<file path="src/rtl/nlfm_pulse_receiver.sv">
`default_nettype none
// ============================================================================
// Module      : nlfm_pulse_receiver
// Description : Pulse detector with a windowed zero-crossing counter for an
//               offset-binary sample stream. The optional completed-pulse
//               counter is built when NLFM_RX_PULSE_COUNT_EN is defined.
// Revision    : 1.0 - initial release
// ============================================================================
module nlfm_pulse_receiver #(
    parameter int THRESH   = 4096,
    parameter int WIN      = 150,
    parameter int IDLE_MIN = 16
) (
    input  logic        CLOCK_50,
    input  logic        reset,
    input  logic [15:0] signal,
    output logic        pulse_start,
    output logic        pulse_end,
    output logic [11:0] pulse_len,
    output logic        pulse_long,
    output logic        zc_valid,
    output logic [9:0]  zc_count,
    output logic [15:0] pulse_count
);

    localparam logic [0:0]  c_ST_IDLE   = 1'b0;
    localparam logic [0:0]  c_ST_ACTIVE = 1'b1;
    localparam logic [15:0] c_THRESH    = 16'(THRESH);
    localparam logic [9:0]  c_WIN       = 10'(WIN);
    localparam logic [7:0]  c_IDLE_MIN  = 8'(IDLE_MIN);
    localparam logic [11:0] c_IDLE_LEN  = 12'(IDLE_MIN);
    localparam logic [11:0] c_LEN_MAX   = 12'hFFF;

    logic [0:0]  r_state, w_state_nxt;
    logic [15:0] r_sample;
    logic [11:0] r_len, w_len_nxt;
    logic [9:0]  r_win, w_win_nxt;
    logic [9:0]  r_zc, w_zc_nxt;
    logic [7:0]  r_below, w_below_nxt;
    logic        r_prev, w_prev_nxt;
    logic        r_pulse_start, w_pulse_start_nxt;
    logic        r_pulse_end, w_pulse_end_nxt;
    logic        r_zc_valid, w_zc_valid_nxt;
    logic [9:0]  r_zc_count, w_zc_count_nxt;
    logic [11:0] r_pulse_len, w_pulse_len_nxt;
    logic        r_pulse_long, w_pulse_long_nxt;

    logic [15:0] w_s;
    logic        w_neg;
    logic [15:0] w_mag;
    logic        w_hit;
    logic [11:0] w_len_inc;
    logic        w_len_sat;
    logic [9:0]  w_win_inc;
    logic [9:0]  w_zc_inc;
    logic [7:0]  w_below_inc;
    logic        w_win_done;
    logic        w_quiet_done;

    // Offset binary to two's complement; the most negative code saturates.
    assign w_s   = {~r_sample[15], r_sample[14:0]};
    assign w_neg = w_s[15];
    assign w_mag = (w_s == 16'h8000) ? 16'h7FFF : (w_neg ? (~w_s + 16'd1) : w_s);
    assign w_hit = (w_mag >= c_THRESH);

    assign w_len_inc    = (r_len == c_LEN_MAX) ? r_len : r_len + 12'd1;
    assign w_len_sat    = (w_len_inc == c_LEN_MAX);
    assign w_win_inc    = r_win + 10'd1;
    assign w_zc_inc     = r_zc + {9'd0, w_neg ^ r_prev};
    assign w_below_inc  = w_hit ? 8'd0 : r_below + 8'd1;
    assign w_win_done   = (w_win_inc == c_WIN);
    assign w_quiet_done = (w_below_inc == c_IDLE_MIN);

    always_ff @(posedge CLOCK_50) begin
        if (reset) begin
            r_sample      <= 16'h8000;
            r_state       <= c_ST_IDLE;
            r_len         <= '0;
            r_win         <= '0;
            r_zc          <= '0;
            r_below       <= '0;
            r_prev        <= 1'b0;
            r_pulse_start <= 1'b0;
            r_pulse_end   <= 1'b0;
            r_zc_valid    <= 1'b0;
            r_zc_count    <= '0;
            r_pulse_len   <= '0;
            r_pulse_long  <= 1'b0;
        end else begin
            r_sample      <= signal;
            r_state       <= w_state_nxt;
            r_len         <= w_len_nxt;
            r_win         <= w_win_nxt;
            r_zc          <= w_zc_nxt;
            r_below       <= w_below_nxt;
            r_prev        <= w_prev_nxt;
            r_pulse_start <= w_pulse_start_nxt;
            r_pulse_end   <= w_pulse_end_nxt;
            r_zc_valid    <= w_zc_valid_nxt;
            r_zc_count    <= w_zc_count_nxt;
            r_pulse_len   <= w_pulse_len_nxt;
            r_pulse_long  <= w_pulse_long_nxt;
        end
    end

    always_comb begin
        w_state_nxt = r_state;
        case (r_state)
            c_ST_IDLE:   if (w_hit)        w_state_nxt = c_ST_ACTIVE;
            c_ST_ACTIVE: if (w_quiet_done) w_state_nxt = c_ST_IDLE;
            default:                       w_state_nxt = c_ST_IDLE;
        endcase
    end

    always_comb begin
        w_len_nxt         = r_len;
        w_win_nxt         = r_win;
        w_zc_nxt          = r_zc;
        w_below_nxt       = r_below;
        w_prev_nxt        = r_prev;
        w_pulse_start_nxt = 1'b0;
        w_pulse_end_nxt   = 1'b0;
        w_zc_valid_nxt    = 1'b0;
        w_zc_count_nxt    = r_zc_count;
        w_pulse_len_nxt   = r_pulse_len;
        w_pulse_long_nxt  = r_pulse_long;
        case (r_state)
            c_ST_IDLE: begin
                if (w_hit) begin
                    w_pulse_start_nxt = 1'b1;
                    w_len_nxt         = 12'd1;
                    w_win_nxt         = 10'd1;
                    w_zc_nxt          = '0;
                    w_below_nxt       = '0;
                    w_prev_nxt        = w_neg;
                end
            end
            c_ST_ACTIVE: begin
                w_len_nxt   = w_len_inc;
                w_win_nxt   = w_win_inc;
                w_zc_nxt    = w_zc_inc;
                w_below_nxt = w_below_inc;
                w_prev_nxt  = w_neg;
                if (w_win_done) begin
                    w_zc_valid_nxt = 1'b1;
                    w_zc_count_nxt = w_zc_inc;
                    w_win_nxt      = '0;
                    w_zc_nxt       = '0;
                end
                // Trailing quiet samples are not part of the reported length.
                if (w_quiet_done) begin
                    w_pulse_end_nxt  = 1'b1;
                    w_pulse_len_nxt  = w_len_sat ? c_LEN_MAX : w_len_inc - c_IDLE_LEN;
                    w_pulse_long_nxt = w_len_sat;
                    w_len_nxt        = '0;
                    w_win_nxt        = '0;
                    w_zc_nxt         = '0;
                    w_below_nxt      = '0;
                end
            end
            default: ;
        endcase
    end

`ifdef NLFM_RX_PULSE_COUNT_EN
    logic [15:0] r_pulse_count;

    always_ff @(posedge CLOCK_50) begin
        if (reset) begin
            r_pulse_count <= '0;
        end else if (w_pulse_end_nxt) begin
            r_pulse_count <= r_pulse_count + 16'd1;
        end
    end

    assign pulse_count = r_pulse_count;
`else
    assign pulse_count = '0;
`endif

    assign pulse_start = r_pulse_start;
    assign pulse_end   = r_pulse_end;
    assign pulse_len   = r_pulse_len;
    assign pulse_long  = r_pulse_long;
    assign zc_valid    = r_zc_valid;
    assign zc_count    = r_zc_count;

endmodule
`default_nettype wire

</file>
<file path="config.mk">
export PLATFORM = sky130hd
export DESIGN_NAME = nlfm_pulse_receiver
export DESIGN_NICKNAME = d
export VERILOG_FILES = /design/src/rtl/nlfm_pulse_receiver.sv
export SDC_FILE = /design/constraint.sdc
export NUM_CORES = 1
export LEC_CHECK = 0
export BUFFER_PORTS_ARGS = -buffer_cell sky130_fd_sc_hd__buf_2
export CAP_MARGIN = 5
export CORE_ASPECT_RATIO = 1.5
export CORE_UTILIZATION = 28
export CTS_CLUSTER_SIZE = 20
export DETAILED_ROUTE_END_ITERATION = 8
export GPL_TIMING_DRIVEN = 0
export PLACE_DENSITY = 0.42
export RECOVER_POWER = 100
export REMOVE_ABC_BUFFERS = 1
export SLEW_MARGIN = 30
export SYNTH_ARGS = -nofsm -noshare
export SYNTH_HDL_FRONTEND = slang
export SYNTH_SLANG_ARGS = --single-unit
export TNS_END_PERCENT = 1
</file>
<file path="constraint.sdc">
create_clock -name CLOCK_50 -period 3.1 [get_ports CLOCK_50]
set_input_delay 0.31 -clock CLOCK_50 [delete_from_list [all_inputs] [get_ports CLOCK_50]]
set_output_delay 0.31 -clock CLOCK_50 [all_outputs]
set_load 0.03 [all_outputs]
</file>
Word level (Yosys, flattened, before mapping)
Index checks and enable logic that the tools add are counted.
{ "totals": {"ff_bits": 84, "latch_bits": 0, "elab_cells": 60, "ram_bits": 0, "mem_count": 0, "output_inout_bits": 42, "rom_bits": 0, "in_bits": 18} }
{ "classes": {"n_addsub": 6, "n_mul": 0, "n_reduce_logical": 4, "n_lt_le_gt_ge": 1, "n_div": 0, "bitwise_logic": 4, "muxes": 26, "shift": 0, "n_eq_ne": 6} }
{ "op_table": {"columns": ["op", "count"], "rows": [
  ["$mux W10", 6],
  ["$mux W12", 4],
  ["$pmux W10 S2", 2],
  ["$mux W16", 2],
  ["$eq A12 B12 Y1 const B", 2],
  ["$mux W8", 3],
  ["$pmux W12 S2", 1],
  ["$add A16 B1 Y16 const B", 1],
  ["$eq A16 B16 Y1 const B", 1],
  ["$ge A16 B13 Y1 const B", 1],
  ["$not A16 Y16", 1],
  ["$pmux W8 S2", 1],
  ["$add A12 B1 Y12 const B", 1],
  ["$sub A12 B5 Y12 const B", 1],
  ["$add A10 B1 Y10", 1],
  ["$add A10 B1 Y10 const B", 1],
  ["$eq A10 B8 Y1 const B", 1],
  ["$add A8 B1 Y8 const B", 1],
  ["$eq A8 B5 Y1 const B", 1],
  ["$mux W1", 5],
  ["$pmux W1 S2", 2],
  ["$reduce_and A2 Y1", 2],
  ["$reduce_or A2 Y1", 2],
  ["$ne A2 B2 Y1 const B", 1],
  ["other kinds (2)", 3]
]} }

Depth between registers and ports, before layout
Gate-level depths: netlist (run 1).
{ "logic_depth": {"depth_word": 10, "ltp_mapped": 12, "depth_no_buf": 10} }

Least setup slack after synthesis (run 1)
No wires, ideal clock.
{ "synth_timing": {"path_kind": "register -> register", "from": "reg r_win[3]", "to": "reg r_zc_count[7], in the netlist zc_count[7]", "period_less_slack_ns": 2.447, "n_path_buf": 3, "t_arrival_ns": 2.368, "path_stages_with_launch": 11, "path_slack_ns": 0.653, "path_cell_list": "dfxtp_1 buf_2 nand3_2 or3_1 or3_4 a2111oi_4 and2_1 buf_6 buf_12 nor2_2 a211oi_2"} }
{ "synth_between": {"elab_chain_cells": 3} }
{ "synth_rtl": {"columns": ["item", "line", "text"], "rows": [
  ["start: declaration", "37", "logic [9:0] r_win, w_win_nxt;"],
  ["start signal: assignment", "93", "r_win <= w_win_nxt;"],
  ["$add A10 B1 Y10", "68", "assign w_win_inc = r_win + 10'd1;"],
  ["$eq A10 B8 Y1", "71", "assign w_win_done = (w_win_inc == c_WIN);"],
  ["$reduce_and A2 Y1 (no line)", null, null],
  ["end signal: assignment", "100", "r_zc_count <= w_zc_count_nxt;"],
  ["end: declaration", "44", "logic [9:0] r_zc_count, w_zc_count_nxt;"]
]} }
No other way between the ends.
A chain may end at the register's enable or synchronous reset.

Final worst setup path (run 1)
{ "layout_timing": {"from": "reg r_win[0]", "to": "reg r_zc[5]"} }
{ "layout_between": {"elab_chain_cells": 5} }
{ "layout_rtl": {"columns": ["item", "line", "text"], "rows": [
  ["$add A10 B1 Y10", "68", null],
  ["$eq A10 B8 Y1", "71", null],
  ["$mux W10", "144", "if (w_win_done) begin"],
  ["$mux W10", "151", "if (w_quiet_done) begin"],
  ["$pmux W10 S2", "127", "case (r_state)"],
  ["end signal: assignment", "94", "r_zc <= w_zc_nxt;"],
  ["end: declaration", "38", "logic [9:0] r_zc, w_zc_nxt;"]
]} }
No other way between the ends.

==> results.py, run 1 <==
metrics = {
    "sta": {
        "hold_viol": 0,
        "skew_ns": 0.00354,
        "worst_slew_pin_slew_ns": 1.07,
        "min_period_over_period_pct": 92.8,
        "fin_crit_ns": 2.88,
        "timing.fmax_ghz": 0.348,
        "rsz0062_at_grt": "no",
        "relSlewSlack_pct": 28.3,
        "finalSetupViolCount": 0,
        "finalMaxSlewViolations": 0,
    },
    "final_layout": {
        "n_antenna_cell": 0,
        "fin_util_pct": 32.7,
        "final_area_mm2": 0.00477,
        "fin_nets": 548,
        "mostFrequentLayoutCell": "dfxtp_1",
        "area_growth_pct": 13.7,
        "drive_above_1_share_pct": 9.89,
        "final_cells": 722,
        "layout_common_cells": "84 x dfxtp_1, 51 x nand2_1, 46 x nor2_1",
    },
    "place": {
        "dp.cells": 706,
        "finalWeightedCongestion": 0.817,
        "numPortBuffers": 43,
        "dp_hpwl_um": 6780,
        "place_area_mm2": 0.00445,
    },
    "worst_setup_path": {
        "cp.required_ns": 3.33,
        "slowest_stage": "a2111oi_4",
        "critPathLaunchType": "flip-flop",
        "critical_path.cell_chain": "ha_1 -> nand3_1 -> a2111o_1 -> a2111oi_4 -> nor2_2 -> and3_1 -> a221o_1",
        "cp_slowest_stage_delay_ns": 0.66,
        "crit_path_end_kind": "flip-flop",
        "cp_max_fo": 11,
        "crit_type": "flip-flop to flip-flop",
        "arrival_ns": 3.10,
        "cp_top_family": "compound AO/OA/AOI/OAI gates",
        "cp_num_buf_inv": 0,
    },
    "route": {
        "drc": 0,
        "routed_wl_um": 9800,
        "drt_iter0_markers": 147,
        "postRouteAntennaNets": 0,
        "drt-pass1-iter-count": 6,
        "routedWlPerCell_um": 13.6,
        "dr_total_vias": 3468,
        "via_per_inst": 4.80,
    },
    "logic_synthesis": {
        "synth_edf_count": 0,
        "netlist_area_mm2": 0.00420,
        "synthCells": 497,
        "yosys_register_bits": 84,
        "ys_seq_area_share_pct": 40.1,
        "ys_types": 60,
        "synthArstFlopShare_pct": 0,
        "synth_flop_cell": "dfxtp_1",
        "avgSynthCellArea_um2": 8.44,
        "yosys_warnings": 0,
    },
    "clock_tree": {
        "cts-root-buf": "clkbuf_16",
        "clock_sinks": 84,
        "cts_tree": "yes",
        "clkTransAtPathRegs_ns": 0.07,
        "numCtsBuffers": 9,
        "h-tree-depth": 3,
        "cts_buffer_depth": 2,
        "hold_buffers": 0,
        "clock_latency_ns": 0.34,
        "cts_setup_buffers": 0,
    },
    "power": {
        "pwr-share-seq_pct": 45.3,
        "p_leak_nw": 1.68,
        "total_power_mw": 2.48,
        "vdd_drop_max_mv": 0.285,
        "power_switching_share_pct": 24.6,
        "power.internal_mw": 1.87,
        "p_comb_share_pct": 5.9,
        "switchingPower_mw": 0.608,
        "powerDensity_mw_per_mm2": 519,
        "p_clk_share_pct": 48.8,
    },
    "die": {
        "core_mm2": 0.0146,
        "rows": 54,
        "num_io_pins": 60,
        "dieArea_mm2": 0.0155,
        "die_h_um": 152,
        "die_x_um": 102,
        "start_util_pct": 28.7,
    },
    "global_routing": {
        "grt_usage_pct": 13.2,
        "grt_max_degree": 48,
        "grt_pass1_wl_um": 16200,
        "grt_pass1_vias": 3320,
        "grt_antenna_before_repair": 0,
        "grt_overflow_total": 0,
    },
    "status": {
        "status": "completed",
    },
    "worst_hold_path": {
        "hold_path_class": "input pin to flip-flop",
    },
    "run": {
        "cap_violations": 0,
    },
}
-- synth_stat cells (2+ instances only) --
cell type / count / area, um^2
and3_1: 8 / 50.1
o31ai_1: 7 / 52.6
buf_2: 4 / 20.0
a211oi_1: 10 / 75.1
and4_1: 2 / 17.5
nor2_1: 48 / 180
or3_1: 3 / 18.8
ha_1: 9 / 113
clkbuf_1: 22 / 82.6
a21o_1: 3 / 22.5
or2_2: 2 / 12.5
nand3_1: 20 / 100
nor4_1: 4 / 25.0
nand2b_1: 2 / 12.5
inv_1: 15 / 56.3
a221o_1: 2 / 20.0
nor2b_1: 18 / 113
o21ai_0: 28 / 140
nand3_2: 2 / 20.0
nor2_2: 2 / 12.5
a211oi_2: 2 / 25.0
mux2i_1: 12 / 120
nand4_1: 6 / 37.5
xor2_1: 15 / 131
a22o_1: 4 / 35.0
nand3b_1: 3 / 22.5
xnor2_1: 16 / 140
a31oi_1: 8 / 50.1
nor3_1: 10 / 50.1
buf_4: 16 / 120
a22oi_1: 7 / 52.6
nand2_1: 51 / 191
dfxtp_1: 84 / 1680
a21oi_1: 21 / 105
and2_1: 3 / 18.8
nor4b_1: 4 / 35.0
-- worst register-to-register path: stages, from the launching register on --
cell and delay, ns:
dfxtp_1 0.41, ha_1 0.33, nand3_1 0.17, a2111o_1 0.49, a2111oi_4 0.66, nor2_2 0.23
and3_1 0.23, a221o_1 0.25
-- power by group through the flow --
stage               combinational [mW]  clock (mW)  sequential [mW]
global placement                 0.145           0             1.15
CTS                              0.148        1.24             1.12
finish                           0.147        1.21             1.12
global route                     0.165        1.30             1.12
detailed placement               0.147           0             1.15
floorplan                       0.0969           0             1.14
-- cell families (layout without fill, tap and decap cells) --
logic type      count (synthesis)  in the layout  synth area share (%)
flops                          84             84                  40.1
simple gates                  193            193                  22.9
fa+ha+maj                       9              9                  2.68
mux                            13             13                  3.13
compound gates                105            105                  17.0
other cells                     1             16                0.0894
xor+xnor                       31             31                  6.47
buf+inv                        61             75                  7.60
-- routing by layer --
layer	vias up	GRT usage, %	share of wire (%)
li1	1756	-	-
met1	1630	14.9	43
met2	69	23.6	51
met3	13	3.08	4.0
met4	0	4.76	2.1
met5	-	0	0
-- worst paths after layout --
check	start	endpoint	slack (ns)	cells past startpoint
setup / recovery	r_win[0]$_SDFFE_PP0P_	r_zc[5]$_SDFFE_PP0P_	0.22	7
hold / removal	signal[15]	r_sample[15]$_SDFF_PP1_	0.16	2
setup reg to reg	r_win[0]$_SDFFE_PP0P_	r_zc[5]$_SDFFE_PP0P_	0.22	7
hold reg to reg	pulse_len[8]$_SDFFE_PP0P_	pulse_len[8]$_SDFFE_PP0P_	0.46	2
-- flip-flops by register name, summed over array words and instances (netlist names) --
signal       count
pulse_end        1
pulse_len       12
pulse_long       1
pulse_start      1
r_below          8
r_len           12
r_prev           1
r_sample        16
r_state          1
r_win           10
r_zc            10
zc_count        10
zc_valid         1
-- metrics by stage --
step / setup TNS [ns] / worst slack, ns / hold WS [ns]
detailed placement: -4.23 / -0.497 / 0.448
floorplan: 0 / 0.446 / 0.375
CTS: 0 / 0.0763 / 0.150
global placement: -3.78 / -0.461 / 0.443
global route: 0 / 0.0511 / 0.143
finish: 0 / 0.224 / 0.156
-- repair_timing --
item                       CTS  global route
hold endpoints to repair     0             0
gates resized for setup      3             8
setup endpoints to repair   17            18
pin swaps                    0             2
-- area by class of cell --
cell class	count	area (um^2)
well taps	196	245
multi-input cells	367	2260
fillers	1595	9830
clock inverters	7	106
repair buffers	43	185
clock buffers	9	225
flip-flops and latches	84	1680
inverters	16	60.1
No activity file was read; power rests on OpenSTA's default activity.
==> run 2: changes to the inputs <==
clock period = 2.9 ns   (was 3.1 ns; I/O delays follow)
==> results.py, run 2 (synthesis results as in run 1) <==
metrics = {
    "die": {
        "die_h_um": 152,
        "core_mm2": 0.0146,
        "dieArea_mm2": 0.0155,
        "num_io_pins": 60,
        "rows": 54,
        "die_x_um": 102,
        "start_util_pct": 28.7,
    },
    "route": {
        "dr_total_vias": 3479,
        "wl_met3_um": 380,
        "routedWlPerCell_um": 13.5,
        "dr_wl_met2_um": 4990,
        "via_per_inst": 4.79,
        "postRouteAntennaNets": 0,
        "top_layer": "met4",
        "routed_wl_um": 9800,
        "drt_iter0_markers": 153,
        "drc": 0,
        "drt-pass1-iter-count": 6,
        "detail_route.wirelength.met1_um": 4220,
    },
    "clock_tree": {
        "clock_sinks": 84,
        "cts_tree": "yes",
        "hold_buffers": 0,
        "clkTransAtPathRegs_ns": 0.07,
        "cts_buffer_depth": 2,
        "cts-root-buf": "clkbuf_16",
        "h-tree-depth": 3,
        "clock_latency_ns": 0.34,
        "numCtsBuffers": 9,
    },
    "sta": {
        "rsz0062_at_grt": "yes",
        "timing.fmax_ghz": 0.362,
        "relSlewSlack_pct": 56.8,
        "tns_ns": 0,
        "skew_ns": 0.00415,
        "worst_slew_pin_slew_ns": 0.640,
        "finalSetupViolCount": 0,
        "fin_crit_ns": 2.76,
        "hold_viol": 0,
        "whs_ns": 0.136,
        "finalMaxSlewViolations": 0,
        "min_period_over_period_pct": 95.2,
    },
    "power": {
        "vdd_drop_max_mv": 0.305,
        "p_leak_nw": 1.70,
        "pwr-share-seq_pct": 45.3,
        "powerDensity_mw_per_mm2": 549,
        "power_switching_share_pct": 24.5,
        "switchingPower_mw": 0.647,
        "power.internal_mw": 2.00,
        "p_comb_share_pct": 6.0,
        "p_clk_share_pct": 48.7,
    },
    "worst_setup_path": {
        "critPathLaunchType": "flip-flop",
        "arrival_ns": 3.03,
        "crit_type": "flip-flop to flip-flop",
        "critical_path.cell_chain": "inv_1 -> ha_1 -> nor4b_1 -> nand3_1 -> mux2i_2 -> and3_1 -> nand3_1 -> or2_2 -> a21oi_1",
        "cp_slowest_stage_delay_ns": 0.45,
        "cp.required_ns": 3.17,
        "cp_common_cell": "nand3_1",
        "cp_num_buf_inv": 1,
        "cp_max_fo": 10,
        "crit_path_end_kind": "flip-flop",
        "cp_top_family": "simple AND/OR/NAND/NOR gates",
        "slowest_stage": "mux2i_2",
    },
    "global_routing": {
        "grt_max_degree": 48,
        "grt_usage_pct": 13.3,
        "grt_overflow_total": 0,
        "grt_pass1_vias": 3338,
        "grt_antenna_before_repair": 0,
        "grt_pass1_wl_um": 16200,
    },
    "final_layout": {
        "seqCellArea_mm2": 0.00168,
        "multi_input_area_mm2": 0.00228,
        "final_cells": 726,
        "n_fill_cell": 1586,
        "layout_common_cells": "82 x dfxtp_1, 51 x nand2_1, 46 x nor2_1",
        "largest_register_ffs": 16,
        "drive_above_1_share_pct": 12.1,
        "fin_nets": 552,
        "final_area_mm2": 0.00482,
        "n_antenna_cell": 0,
        "mostFrequentLayoutCell": "dfxtp_1",
        "largest-register": "r_sample",
        "area_growth_pct": 14.9,
    },
    "place": {
        "dp_hpwl_um": 6780,
        "finalWeightedCongestion": 0.817,
        "dp.cells": 706,
        "numPortBuffers": 43,
        "place_area_mm2": 0.00445,
    },
    "run": {
        "cap_violations": 0,
    },
    "worst_hold_path": {
        "hold_path_class": "input pin to flip-flop",
    },
    "status": {
        "status": "completed",
    },
}
[run 2: path summary, 6_finish.rpt]
kind         cells past startpoint                       from                        end  slack (ns)
max                              9     r_sample[0]$_SDFF_PP0_  pulse_len[2]$_SDFFE_PP0P_        0.14
min                              2                 signal[15]    r_sample[15]$_SDFF_PP1_        0.14
max reg2reg                      9     r_sample[0]$_SDFF_PP0_  pulse_len[2]$_SDFFE_PP0P_        0.14
min reg2reg                      2  pulse_len[8]$_SDFFE_PP0P_  pulse_len[8]$_SDFFE_PP0P_        0.46
[run 2: worst register-to-register path: cells and delay by family (launching register included)]
family,cells,cell delay [ns]
simple gates,5,1.62
compound gates,1,0.14
mux,1,0.45
flops,1,0.31
buf+inv,1,0.05
fa+ha+maj,1,0.13
[run 2: final cells by class]
cell class	instances	share of cell area [%]
clock inverters	7	2.21
multi-input cells	367	47.4
inverters	16	1.25
flip-flops and latches	84	34.9
repair buffers	47	4.47
clock buffers	9	4.67
well taps	196	5.09
[run 2: layer usage]
| layer | vias up | global-route usage [%] |
|---|---|---|
| met3 | 15 | 3.08 |
| met2 | 75 | 23.7 |
| met4 | 0 | 4.83 |
| met1 | 1629 | 15.0 |
| met5 | - | 0 |
| li1 | 1760 | - |
[run 2: metrics by stage]
step	utilization (%)	power [mW]	worst slack [ns]
after floorplan	-	1.32	0.246
after global placement	30.5	1.38	-0.641
after detailed placement	30.5	1.38	-0.677
after CTS	32.9	2.68	-0.0703
after global routing	33.0	2.77	-0.132
final	33.0	2.65	0.139
[run 2: timing repair]
| action | CTS | global route |
|---|---|---|
| pin swaps | 1 | 3 |
| cloned | 0 | 0 |
| resized for setup | 7 | 8 |
| setup endpoints to repair | 27 | 29 |
| setup buffers | 0 | 4 |
[run 2: power by group through the flow]
stage               sequential (mW)  clock [mW]  combinational (mW)
floorplan                      1.22           0               0.104
finish                         1.20        1.29               0.158
global route                   1.20        1.39               0.177
detailed placement             1.23           0               0.157
CTS                            1.20        1.33               0.160
global placement               1.22           0               0.155
==> run 3: changes to the inputs <==
CORE_UTILIZATION = 50   (was 28)
PLACE_DENSITY = 0.68   (was 0.42)
SETUP_SLACK_MARGIN = 0.3   (was not set)
==> results.py, run 3 (synthesis results as in run 1) <==
metrics = {
    "worst_hold_path": {
        "hold_path_class": "input pin to flip-flop",
        "worstHoldEndpoint": "r_sample[15]$_SDFF_PP1_",
        "whs_path_depth": 2,
        "min_from": "signal[15]",
    },
    "clock_tree": {
        "h-tree-depth": 3,
        "cts-root-buf": "clkbuf_16",
        "clock_sinks": 84,
        "cts_tree": "yes",
        "hold_buffers": 0,
        "clkTransAtPathRegs_ns": 0.06,
        "cts_buffer_depth": 2,
        "clock_latency_ns": 0.34,
        "numCtsBuffers": 9,
    },
    "worst_setup_path": {
        "r2r_slack_ns": 0.23,
        "crit_type": "flip-flop to flip-flop",
        "worst_r2r_path_depth": 9,
        "arrival_ns": 2.93,
        "cp.required_ns": 3.16,
        "crit_path_end_kind": "flip-flop",
        "critPathLaunchType": "flip-flop",
        "r2r_end": "pulse_long$_SDFFE_PP0P_",
        "cp_max_fo": 9,
        "worstReg2RegStart": "r_len[1]$_SDFFE_PP0P_",
    },
    "global_routing": {
        "grt_usage_pct": 21.9,
        "grt_pass1_wl_um": 15100,
        "grt_antenna_before_repair": 0,
        "grt_overflow_total": 0,
        "grt_max_degree": 48,
        "grt_pass1_vias": 3331,
    },
    "final_layout": {
        "largest-register": "r_sample",
        "mostFrequentLayoutCell": "dfxtp_1",
        "n_fill_cell": 783,
        "layout_common_cells": "83 x dfxtp_1, 51 x nand2_1, 47 x nor2_1",
        "final_area_mm2": 0.00466,
        "fin_nets": 551,
        "seqCellArea_mm2": 0.00168,
        "multi_input_area_mm2": 0.00228,
        "largest_register_ffs": 16,
        "n_antenna_cell": 0,
        "area_growth_pct": 11.1,
        "drive_above_1_share_pct": 11.2,
    },
    "power": {
        "total_power_mw": 2.50,
        "vdd_drop_max_mv": 0.341,
        "powerDensity_mw_per_mm2": 537,
        "p_leak_nw": 1.68,
    },
    "place": {
        "place_area_mm2": 0.00434,
        "finalWeightedCongestion": 0.897,
        "pre_cts_ws_ns": -0.427,
        "numPortBuffers": 43,
        "dp_hpwl_um": 6000,
    },
    "sta": {
        "hold_viol": 0,
        "skew_ns": 0.00608,
        "rsz0062_at_grt": "yes",
        "fin_ws_ns": 0.229,
        "min_period_over_period_pct": 92.1,
        "timing.fmax_ghz": 0.374,
        "fin_crit_ns": 2.67,
        "worst_slew_pin_slew_ns": 0.938,
        "relSlewSlack_pct": 37.5,
        "tns_ns": 0,
        "finalSetupViolCount": 0,
        "finalMaxSlewViolations": 0,
    },
    "die": {
        "num_io_pins": 60,
        "start_util_pct": 52.1,
        "rows": 40,
        "dieArea_mm2": 0.00877,
        "core_mm2": 0.00806,
        "die_x_um": 76.8,
        "die_h_um": 114,
    },
    "route": {
        "drc": 0,
        "postRouteAntennaNets": 0,
        "routedWlPerCell_um": 13.9,
        "drt_iter0_markers": 114,
        "dr_total_vias": 3466,
        "drt-pass1-iter-count": 4,
        "routed_wl_um": 8820,
        "via_per_inst": 5.47,
    },
    "status": {
        "status": "completed",
    },
    "run": {
        "cap_violations": 0,
    },
}
run 3: changes by cell type in the layout (fill, tap and decap cells not counted), moves of 2 or more:
cell	change
and3_2	-2
and3_1	+2
clkinvlp_4	+2
inv_6	-2
buf_4	-2
run 3: cell type report:
cell class / instances / area share, %
Timing Repair Buffer: 46 / 4.40
Inverter: 16 / 1.29
Clock inverter: 7 / 1.64
Sequential cell: 84 / 36.1
Multi-Input combinational cell: 367 / 48.9
Tap cell: 105 / 2.82
Clock buffer: 9 / 4.83
run 3: what timing repair did:
action,4_1_cts,5_1_grt
setup buffers,2,1
endpoints found under the setup margin,40,50
gates resized for setup,10,7
pin swaps,1,1
run 3: per-layer routing:
layer	GRT usage, %	wire length [um]	vias to the layer above
met2	40.4	4660	75
met5	0	0	-
met3	5.66	380	16
li1	-	-	1759
met1	22.9	3580	1616
met4	10.3	208	0
run 3: worst max-delay path, cell delays in order, from the launching register on:
cell and delay (ns):
dfxtp_1 0.44, ha_1 0.33, nand3_2 0.22, o31ai_1 0.25
mux2_2 0.23, ha_1 0.14, nand2_1 0.09, a2111oi_2 0.40
nand3_1 0.25, o31ai_1 0.23
run 3: stage by stage:
stage               std cells  util [%]  hold WS (ns)
floorplan                 467         -         0.355
global placement          615      53.9         0.441
detailed placement        615      53.9         0.444
CTS                       633      58.1         0.116
global route              634      57.8         0.112
finish                    634      57.8         0.124
run 3: worst max-delay path by stage:
stage / from / endpoint / cells past startpoint
3_5_place_dp: reset / r_zc[5]$_SDFFE_PP0P_ / 7
2_1_floorplan: r_win[3]$_SDFFE_PP0P_ / zc_count[0]$_SDFFE_PP0P_ / 7
3_3_place_gp: reset / r_zc[5]$_SDFFE_PP0P_ / 7
5_1_grt: r_win[3]$_SDFFE_PP0P_ / zc_count[5]$_SDFFE_PP0P_ / 8
4_1_cts: r_len[0]$_SDFFE_PP0P_ / pulse_long$_SDFFE_PP0P_ / 9
6_report: r_len[1]$_SDFFE_PP0P_ / pulse_long$_SDFFE_PP0P_ / 9
run 3: power by group:
part / leakage, nW / switching, mW / internal [mW]
clock network: 0.142 / 0.476 / 0.671
registers: 0.683 / 0.0234 / 1.18
logic: 0.850 / 0.105 / 0.0497
total: 1.68 / 0.604 / 1.90
